===== src/rtl/countdown_timer_of_timer_if.sv =====
// countdown_timer_of_timer_if
//   Host-side bundle for the cascaded countdown timer.
//   master : host (drives load/load_value/start/pause, observes status)
//   slave  : timer block (observes requests, drives timer/control_counter/busy/done)
//   Signals:
//     load, load_value[CTRL_W] : load request and unit count
//     start, pause             : run control (levels sampled per clock)
//     timer[TIMER_W]           : inner countdown value
//     control_counter[CTRL_W]  : remaining outer units
//     busy, done               : status and one-cycle expiry pulse
interface countdown_timer_of_timer_if #(
  parameter int TIMER_W = 4,
  parameter int CTRL_W  = 7
);
  logic              load;
  logic [CTRL_W-1:0] load_value;
  logic              start;
  logic              pause;
  logic [TIMER_W-1:0] timer;
  logic [CTRL_W-1:0] control_counter;
  logic              busy;
  logic              done;

  modport master (
    output load, load_value, start, pause,
    input  timer, control_counter, busy, done
  );

  modport slave (
    input  load, load_value, start, pause,
    output timer, control_counter, busy, done
  );
endinterface


===== src/rtl/countdown_timer_of_timer.sv =====
// countdown_timer_of_timer
//   Cascaded down-counter. The inner timer runs TIMER_MAX..0 repeatedly and the
//   outer control_counter drops by one on every inner wrap. A load of N gives
//   N*(TIMER_MAX+1) counting cycles, followed by a one-cycle done pulse.
//   Ports:
//     clk   : system clock, rising edge
//     reset : asynchronous, active-high
//     bus   : countdown_timer_of_timer_if.slave (load/start/pause in,
//             timer/control_counter/busy/done out); all outputs registered
//   Optional feature (macro COUNTDOWN_AUTO_RELOAD_EN):
//     DONE reloads from the loaded value and keeps running (periodic done),
//     and start while busy stops the count back to IDLE with counters held.
//   TIMER_MAX must fit in TIMER_W bits.
module countdown_timer_of_timer #(
  parameter int TIMER_W   = 4,
  parameter int CTRL_W    = 7,
  parameter int TIMER_MAX = 15
) (
  input  logic                       clk,
  input  logic                       reset,
  countdown_timer_of_timer_if.slave  bus
);

  localparam logic [1:0] IDLE  = 2'd0;
  localparam logic [1:0] RUN   = 2'd1;
  localparam logic [1:0] PAUSE = 2'd2;
  localparam logic [1:0] DONE  = 2'd3;

  localparam logic [TIMER_W-1:0] TIMER_RELOAD = TIMER_W'(TIMER_MAX);
  localparam logic [TIMER_W-1:0] TIMER_ONE    = TIMER_W'(1);
  localparam logic [CTRL_W-1:0]  CTRL_ONE     = CTRL_W'(1);

  logic [1:0]         state_reg, state_next;
  logic [TIMER_W-1:0] timer_reg, timer_next;
  logic [CTRL_W-1:0]  ctrl_reg, ctrl_next;
  logic               busy_reg, busy_next;
  logic               done_reg, done_next;

`ifdef COUNTDOWN_AUTO_RELOAD_EN
  // Loaded unit count, only needed to restart the count after DONE.
  logic [CTRL_W-1:0]  loaded_reg, loaded_next;
`endif

  // One counting step, shared by RUN and by the PAUSE->RUN release cycle so
  // that every pause cycle costs exactly one cycle of expiry time.
  logic [1:0]         step_state;
  logic [TIMER_W-1:0] step_timer;
  logic [CTRL_W-1:0]  step_ctrl;
  logic               step_busy;
  logic               step_done;

  always_comb begin
    step_state = RUN;
    step_timer = timer_reg;
    step_ctrl  = ctrl_reg;
    step_busy  = 1'b1;
    step_done  = 1'b0;
    if (timer_reg != '0) begin
      step_timer = timer_reg - TIMER_ONE;
    end else if (ctrl_reg > CTRL_ONE) begin
      step_ctrl  = ctrl_reg - CTRL_ONE;
      step_timer = TIMER_RELOAD;
    end else begin
      // Last unit exhausted: timer stays at 0, control counter clears.
      step_ctrl  = '0;
      step_state = DONE;
      step_busy  = 1'b0;
      step_done  = 1'b1;
    end
  end

  always_comb begin
    state_next = state_reg;
    timer_next = timer_reg;
    ctrl_next  = ctrl_reg;
    busy_next  = busy_reg;
    done_next  = 1'b0;
`ifdef COUNTDOWN_AUTO_RELOAD_EN
    loaded_next = loaded_reg;
`endif
    case (state_reg)
      IDLE: begin
        busy_next = 1'b0;
        if (bus.load) begin
          // Load wins over a simultaneous start.
          ctrl_next  = bus.load_value;
          timer_next = TIMER_RELOAD;
`ifdef COUNTDOWN_AUTO_RELOAD_EN
          loaded_next = bus.load_value;
`endif
        end else if (bus.start) begin
          if (ctrl_reg != '0) begin
            state_next = RUN;
            busy_next  = 1'b1;
          end else if (!done_reg) begin
            // Nothing to count: expire immediately. Gating on done_reg keeps
            // a held start from producing back-to-back done cycles.
            done_next = 1'b1;
          end
        end
      end

      RUN: begin
`ifdef COUNTDOWN_AUTO_RELOAD_EN
        if (bus.start) begin
          state_next = IDLE;
          busy_next  = 1'b0;
        end else
`endif
        if (bus.pause) begin
          state_next = PAUSE;
        end else begin
          state_next = step_state;
          timer_next = step_timer;
          ctrl_next  = step_ctrl;
          busy_next  = step_busy;
          done_next  = step_done;
        end
      end

      PAUSE: begin
`ifdef COUNTDOWN_AUTO_RELOAD_EN
        if (bus.start) begin
          state_next = IDLE;
          busy_next  = 1'b0;
        end else
`endif
        if (!bus.pause) begin
          state_next = step_state;
          timer_next = step_timer;
          ctrl_next  = step_ctrl;
          busy_next  = step_busy;
          done_next  = step_done;
        end
      end

      default: begin // DONE
`ifdef COUNTDOWN_AUTO_RELOAD_EN
        state_next = RUN;
        ctrl_next  = loaded_reg;
        timer_next = TIMER_RELOAD;
        busy_next  = 1'b1;
`else
        state_next = IDLE;
        busy_next  = 1'b0;
`endif
      end
    endcase
  end

  always_ff @(posedge clk or posedge reset) begin
    if (reset) begin
      state_reg <= IDLE;
      timer_reg <= '0;
      ctrl_reg  <= '0;
      busy_reg  <= 1'b0;
      done_reg  <= 1'b0;
`ifdef COUNTDOWN_AUTO_RELOAD_EN
      loaded_reg <= '0;
`endif
    end else begin
      state_reg <= state_next;
      timer_reg <= timer_next;
      ctrl_reg  <= ctrl_next;
      busy_reg  <= busy_next;
      done_reg  <= done_next;
`ifdef COUNTDOWN_AUTO_RELOAD_EN
      loaded_reg <= loaded_next;
`endif
    end
  end

  assign bus.timer           = timer_reg;
  assign bus.control_counter = ctrl_reg;
  assign bus.busy            = busy_reg;
  assign bus.done            = done_reg;

endmodule

===== src/flat_wrapper.sv =====
// flat-port wrapper written by rule: the top's interface ports become plain ports
module countdown_timer_of_timer_flat 
#(
  parameter int TIMER_W   = 4,
  parameter int CTRL_W    = 7,
  parameter int TIMER_MAX = 15
)
  (clk, reset, bus_load, bus_load_value, bus_start, bus_pause, bus_timer, bus_control_counter, bus_busy, bus_done);
  countdown_timer_of_timer_if #(.TIMER_W(TIMER_W), .CTRL_W(CTRL_W)) bus_i ();
  input  logic clk;
  input  logic reset;
  input wire logic [$bits(bus_i.load)-1:0] bus_load;
  input wire logic [$bits(bus_i.load_value)-1:0] bus_load_value;
  input wire logic [$bits(bus_i.start)-1:0] bus_start;
  input wire logic [$bits(bus_i.pause)-1:0] bus_pause;
  output wire logic [$bits(bus_i.timer)-1:0] bus_timer;
  output wire logic [$bits(bus_i.control_counter)-1:0] bus_control_counter;
  output wire logic [$bits(bus_i.busy)-1:0] bus_busy;
  output wire logic [$bits(bus_i.done)-1:0] bus_done;
  assign bus_i.load = bus_load;
  assign bus_i.load_value = bus_load_value;
  assign bus_i.start = bus_start;
  assign bus_i.pause = bus_pause;
  assign bus_timer = bus_i.timer;
  assign bus_control_counter = bus_i.control_counter;
  assign bus_busy = bus_i.busy;
  assign bus_done = bus_i.done;
  countdown_timer_of_timer #(.TIMER_W(TIMER_W), .CTRL_W(CTRL_W), .TIMER_MAX(TIMER_MAX)) u_core (.clk(clk), .reset(reset), .bus(bus_i));
endmodule

===== config.mk =====
export PLATFORM = sky130hd
export DESIGN_NAME = countdown_timer_of_timer_flat
export DESIGN_NICKNAME = d
export VERILOG_FILES = /design/src/rtl/countdown_timer_of_timer_if.sv /design/src/rtl/countdown_timer_of_timer.sv /design/src/flat_wrapper.sv
export SDC_FILE = /design/constraint.sdc
export NUM_CORES = 1
export LEC_CHECK = 0
export ABC_AREA = 1
export BUFFER_PORTS_ARGS = -buffer_cell sky130_fd_sc_hd__buf_2
export CAP_MARGIN = 0
export CORE_AREA = 10 10 63 65
export DETAILED_ROUTE_END_ITERATION = 16
export DIE_AREA = 0 0 73 75
export PLACE_DENSITY = 0.78
export SKIP_LAST_GASP = 1
export SLEW_MARGIN = 40
export SYNTH_ARGS = -nofsm -noshare
export SYNTH_HDL_FRONTEND = slang
export SYNTH_SLANG_ARGS = --single-unit

===== constraint.sdc =====
create_clock -name clk -period 1.82 [get_ports clk]
set_input_delay 0.364 -clock clk [delete_from_list [all_inputs] [get_ports clk]]
set_output_delay 0.364 -clock clk [all_outputs]
set_load 0.1 [all_outputs]

**After elaboration in Yosys (flattened, before gate mapping)**

Cells that the tools add are included.

- Flip-flop bits (word level): 15
- Input bits: 12

- Order comparisons: 1
- Multiplexer cells: 33
- $add $sub $neg: 2
- Equality and inequality tests: 10
- Reductions and logical operators: 8

Operators with widths:

| kind | count |
|---|---|
| 7-bit 2-to-1 mux | 4 |
| 4-bit 2-to-1 mux | 4 |
| 2-bit 2-to-1 mux | 7 |
| 7-bit one-hot mux with 2 select lines | 1 |
| 1-bit 2-to-1 mux | 13 |
| 2-bit != test (second input constant) | 6 |
| 4-bit AND reduction | 3 |
| 4-bit one-hot mux with 2 select lines | 1 |
| 7-bit by 1-bit greater-than comparator with 1-bit output (second input constant) | 1 |
| 7-bit nonzero test | 1 |
| 7-bit by 1-bit subtractor with 7-bit output (second input constant) | 1 |
| 2-bit one-hot mux with 3 select lines | 1 |
| 1-bit one-hot mux with 2 select lines | 2 |
| 4-bit nonzero test | 1 |
| 4-bit by 1-bit subtractor with 4-bit output (second input constant) | 1 |
| 3-bit by 1-bit != test with 1-bit output (second input constant) | 1 |
| 2-bit by 1-bit equality test with 1-bit output (second input constant) | 1 |
| 2-bit equality test (second input constant) | 1 |
| 2-bit logical NOT | 1 |
| 2-bit by 1-bit != test with 1-bit output (second input constant) | 1 |
| 2-bit nonzero test | 1 |
| 2-bit OR reduction | 1 |

**Depth between registers and ports, before layout**

- Depth in word-level cells: 5
- Mapped depth: 10
- Mapped depth without buffers: 10

**Worst setup path after synthesis**

OpenSTA, ideal clock, no wires.

- Path kind: register to register
- Start: register u_core.ctrl_reg[0] (netlist: u_core.bus.control_counter[0])
- End: register u_core.state_reg[1]
- Data arrival time: 1.971 ns
- Stages on the path, launching flop included: 10
- Library setup time: 0.065 ns
- Period minus slack after synthesis: 2.036 ns
- Path slack: -0.216 ns
- Buffers on the path: 0
- Path through: dfrtp_1 -> inv_1 -> ha_1 -> inv_1 -> nor2_1 -> nand3_1 -> nand2_1 -> nor2_1 -> nand3_1 -> nand2_1

- Cells in the longest elaborated chain, start to end: 5
- Elaborated cells between the ends (all ways): 9
- Those cells by class: order compare (1); eq/ne (1); mux (5); reduce/logical (2)

Ends and longest elaborated chain:

| element | RTL line | RTL |
|---|---|---|
| start, declared | countdown_timer_of_timer.sv:35 | `logic [CTRL_W-1:0] ctrl_reg, ctrl_next;` |
| start signal, assigned | countdown_timer_of_timer.sv:164 | `ctrl_reg <= ctrl_next;` |
| 7-bit by 1-bit greater-than comparator with 1-bit output | countdown_timer_of_timer.sv:60 | `end else if (ctrl_reg > CTRL_ONE) begin` |
| 2-bit 2-to-1 mux | countdown_timer_of_timer.sv:60 |  |
| 2-bit 2-to-1 mux | countdown_timer_of_timer.sv:58 | `if (timer_reg != '0) begin` |
| 2-bit 2-to-1 mux (on tied branches) | countdown_timer_of_timer.sv:128, countdown_timer_of_timer.sv:110 |  |
| 2-bit one-hot mux with 3 select lines | countdown_timer_of_timer.sv:81 | `case (state_reg)` |
| end signal, assigned | countdown_timer_of_timer.sv:162 | `state_reg <= state_next;` |
| end, declared | countdown_timer_of_timer.sv:33 | `logic [1:0] state_reg, state_next;` |

Several ways; a longest one is shown, not always the timed one. The select of a mux whose other input is x is not followed.
A chain may end at the register's enable or synchronous reset.

**Final worst setup path**

- Start: register u_core.state_reg[1]
- End: register u_core.ctrl_reg[0] (netlist: u_core.bus.control_counter[0])

- Cells in the longest elaborated chain, start to end: 4
- Elaborated cells between the ends (all ways): 10
- Those cells by class: eq/ne (5); mux (1); reduce/logical (4)

Ends and longest elaborated chain:

| element | RTL line |
|---|---|
| 2-bit by 1-bit equality test with 1-bit output / 2-bit equality test (equally long branches) | countdown_timer_of_timer.sv:81 |
| 2-bit OR reduction (no source line) | n/a |
| 2-bit != test (no source line) / 2-bit nonzero test (equally long branches) | n/a |
| 4-bit AND reduction (no source line) | n/a |

Several ways; a longest one is shown, not always the timed one.

==> impl_metrics.csv <==
group,metric,value,unit
die,io_pins,25,
synthesis,synth_cell_type_count,25,
clocking,cts_tree,"built",
synthesis,synth_most_common_cell,"nand2_1",
worst_setup_path,path_class,"register to register",
synthesis,ys_seq_area_frac,0.303,
drt,drt-total-wl,2510,um
clocking,htree_levels,1,
timing,tightestPinTransition,0.588,ns
global_routing,grt_pass1_wl,4350,um
finish,largest_register_ffs,7,
clocking,cts-resized-gates,0,
global_routing,met3_usage,0.0460,
place,dp_hpwl,2060,um
clocking,insertion_delay,0.28,ns
synthesis,synth-simple-area-share,0.397,
timing,period_share,0.904,
global_routing,gr-usage-all-layers,0.0960,
synthesis,async_flop_share,1.00,
clocking,cts-buffers-inserted,3,
worst_setup_path,startpoint_type,"register",
drt,viasPerCell,4.77,
synthesis,synth_top_area_share,0.303,
worst_setup_path,crit_buf_inv,2,
synthesis,synth_common_cells,"37 x nand2_1, 17 x a21oi_1, 16 x nor2_1, 15 x dfrtp_1, 14 x inv_1",
synthesis,synthesis.nets,181,
die,num_rows,19,
die,initial_core_util,0.458,
flow_run,cap_violations,0,
worst_setup_path,reg2reg_depth,8,
place,place_ws,0.0542,ns
synthesis,yosys_warnings,0,
synthesis,muxShareOfSynthArea,0,
global_routing,grt_max_degree,16,
synthesis,synth_xor_area_frac,0.0283,
worst_setup_path,reg2reg_from,"u_core.state_reg[1]$_DFFE_PP0P_",
drt,drcViolationCount,0,
drt,routedWlPerCell,11.5,um
worst_setup_path,required,2.02,ns
worst_setup_path,crit_arrival,1.85,ns
worst_setup_path,crit_path_max_incr_delay,0.48,ns
worst_setup_path,path_cells,"inv_1 -> ha_2 -> o21ai_4 -> nor2_8 -> nand2_8 -> clkinv_4 -> nor2_1 -> a21oi_1",
synthesis,synth_compound_area_frac,0.109,
worst_setup_path,reg2reg_to,"u_core.bus.control_counter[0]$_DFFE_PP0P_",
timing,slew_headroom,0.608,
worst_setup_path,cp_max_fo,8,
global_routing,antenna_found_initial,0,
worst_setup_path,cp_slowest_cell,"ha_2",
clocking,cts-root-buf,"clkbuf_4",
timing,period_needed,1.65,ns
drt,antenna_left,0,
finish,syn_to_final_growth,14.6,%
place,placedCellCount,215,
synthesis,synth_fa_ha_area_frac,0.0807,
synthesis,synth.area.top_cells,"dfrtp_1 30%, nand2_1 11%, ha_1 8.1%",
timing,rsz0062_at_grt,"no",
synthesis,synth.avg_cell_area,7.70,um2
global_routing,met2_usage,0.154,
timing,report.final.setup_viol,0,
finish,antenna_cells,0,
clocking,cts_setup_buffers,0,
timing,slew_viol_final,0,
clocking,cts_max_path_buffers,2,
worst_setup_path,end_kind,"register",
clocking,cts-hold-fix-buffers,0,
timing,fin_setup_tns,0,ns
global_routing,met1_usage,0.117,
timing,hold_viol,0,
finish,final_core_util,0.524,
finish,drive_above_1_share,0.335,
timing,worst_slack,0.175,ns
run_status,status,"finished, final reports clean",
clocking,cts_sinks,15,
global_routing,top_usage_layer,"met2",
synthesis,synth_edf_count,0,
global_routing,overflow,0,
finish,finalNetCount,209,
global_routing,grt_pass1_vias,995,
worst_setup_path,crit_family,"adder cells",
worst_setup_path,rrSetupSlack,0.17,ns
synthesis,synth_top_area_cell,"dfrtp_1",
hold_path,hp-class,"primary input to async pin",
place,gp_congestion,0.774,
drt,drt-initial-drc-count,43,
finish,fin_cells,219,
die,die_h,75,um
drt,first_pass_iters,4,
die,dieWidth,73,um
die,coreArea,2710,um2
clocking,clk_pin_slew,0.09,ns
timing,clock_skew,0.00872,ns
synthesis,ys_ff_latch,15,
drt,vias,1045,
synthesis,postSynthCellCount,161,
synthesis,ys.flop_type,"dfrtp_1",
timing,fmax,608,MHz
place,io_buffer_count,24,
synthesis,netlist_area,1240,um2
die,die_area,5480,um2
synthesis,synth_top_family_by_area,"simple AND/OR/NAND/NOR gates",
[cell families (layout without fill, tap and decap cells)]
group / Yosys count / count (layout)
adder cells (fa/ha/maj): 8 / 8
AND/OR/NAND/NOR: 86 / 86
XOR/XNOR: 4 / 4
buffers and inverters: 24 / 51
AO/OA/AOI/OAI: 24 / 24
flip-flops: 15 / 15
[worst max-delay path by stage]
| stage | from | to | depth (start not counted) |
|---|---|---|---|
| floorplan | u_core.bus.control_counter[4]$_DFFE_PP0P_ | u_core.bus.timer[3]$_DFFE_PP0P_ | 9 |
| global placement | u_core.state_reg[0]$_DFFE_PP0P_ | u_core.bus.control_counter[0]$_DFFE_PP0P_ | 9 |
| detailed placement | u_core.state_reg[0]$_DFFE_PP0P_ | u_core.bus.control_counter[0]$_DFFE_PP0P_ | 9 |
| CTS | u_core.state_reg[0]$_DFFE_PP0P_ | u_core.bus.control_counter[0]$_DFFE_PP0P_ | 9 |
| global route | u_core.state_reg[1]$_DFFE_PP0P_ | u_core.bus.timer[0]$_DFFE_PP0P_ | 7 |
| finish | u_core.state_reg[1]$_DFFE_PP0P_ | u_core.bus.control_counter[0]$_DFFE_PP0P_ | 8 |
[layer usage]
metal | part of all wire | routed length (um)
met5 | 0 | 0
met1 | 0.46 | 1150
met3 | 0.068 | 170
met4 | 0 | 0
met2 | 0.47 | 1190
[final cells by class]
| class | instances | area [um2] |
|---|---|---|
| clock buffers | 4 | 26.3 |
| flip-flops and latches | 15 | 380 |
| fillers | 273 | 1290 |
| repair buffers | 24 | 120 |
| multi-input cells | 122 | 764 |
| inverters | 23 | 91.3 |
| well taps | 31 | 38.8 |
[placed cells by master, fill, tap and decap left out, types with 4 or more instances in the layout]
master   instances
xor2_1           4
inv_1           14
dfrtp_2          4
ha_1             7
buf_2           24
nand2_1         37
inv_2            8
nand3_1         10
nand2_4          5
a21oi_1         17
dfrtp_1         11
nor2_1          16
[stage by stage]
stage | instance area [um2] | hold WS (ns)
2_1_floorplan | 1240 | 0.265
6_report | 1420 | 0.124
5_1_grt | 1420 | 0.158
3_5_place_dp | 1390 | 0.459
4_1_cts | 1420 | 0.139
3_3_place_gp | 1390 | 0.465
Power is not shown: default switching activity piles up to over one toggle a cycle in this logic, so the estimate is an artifact.
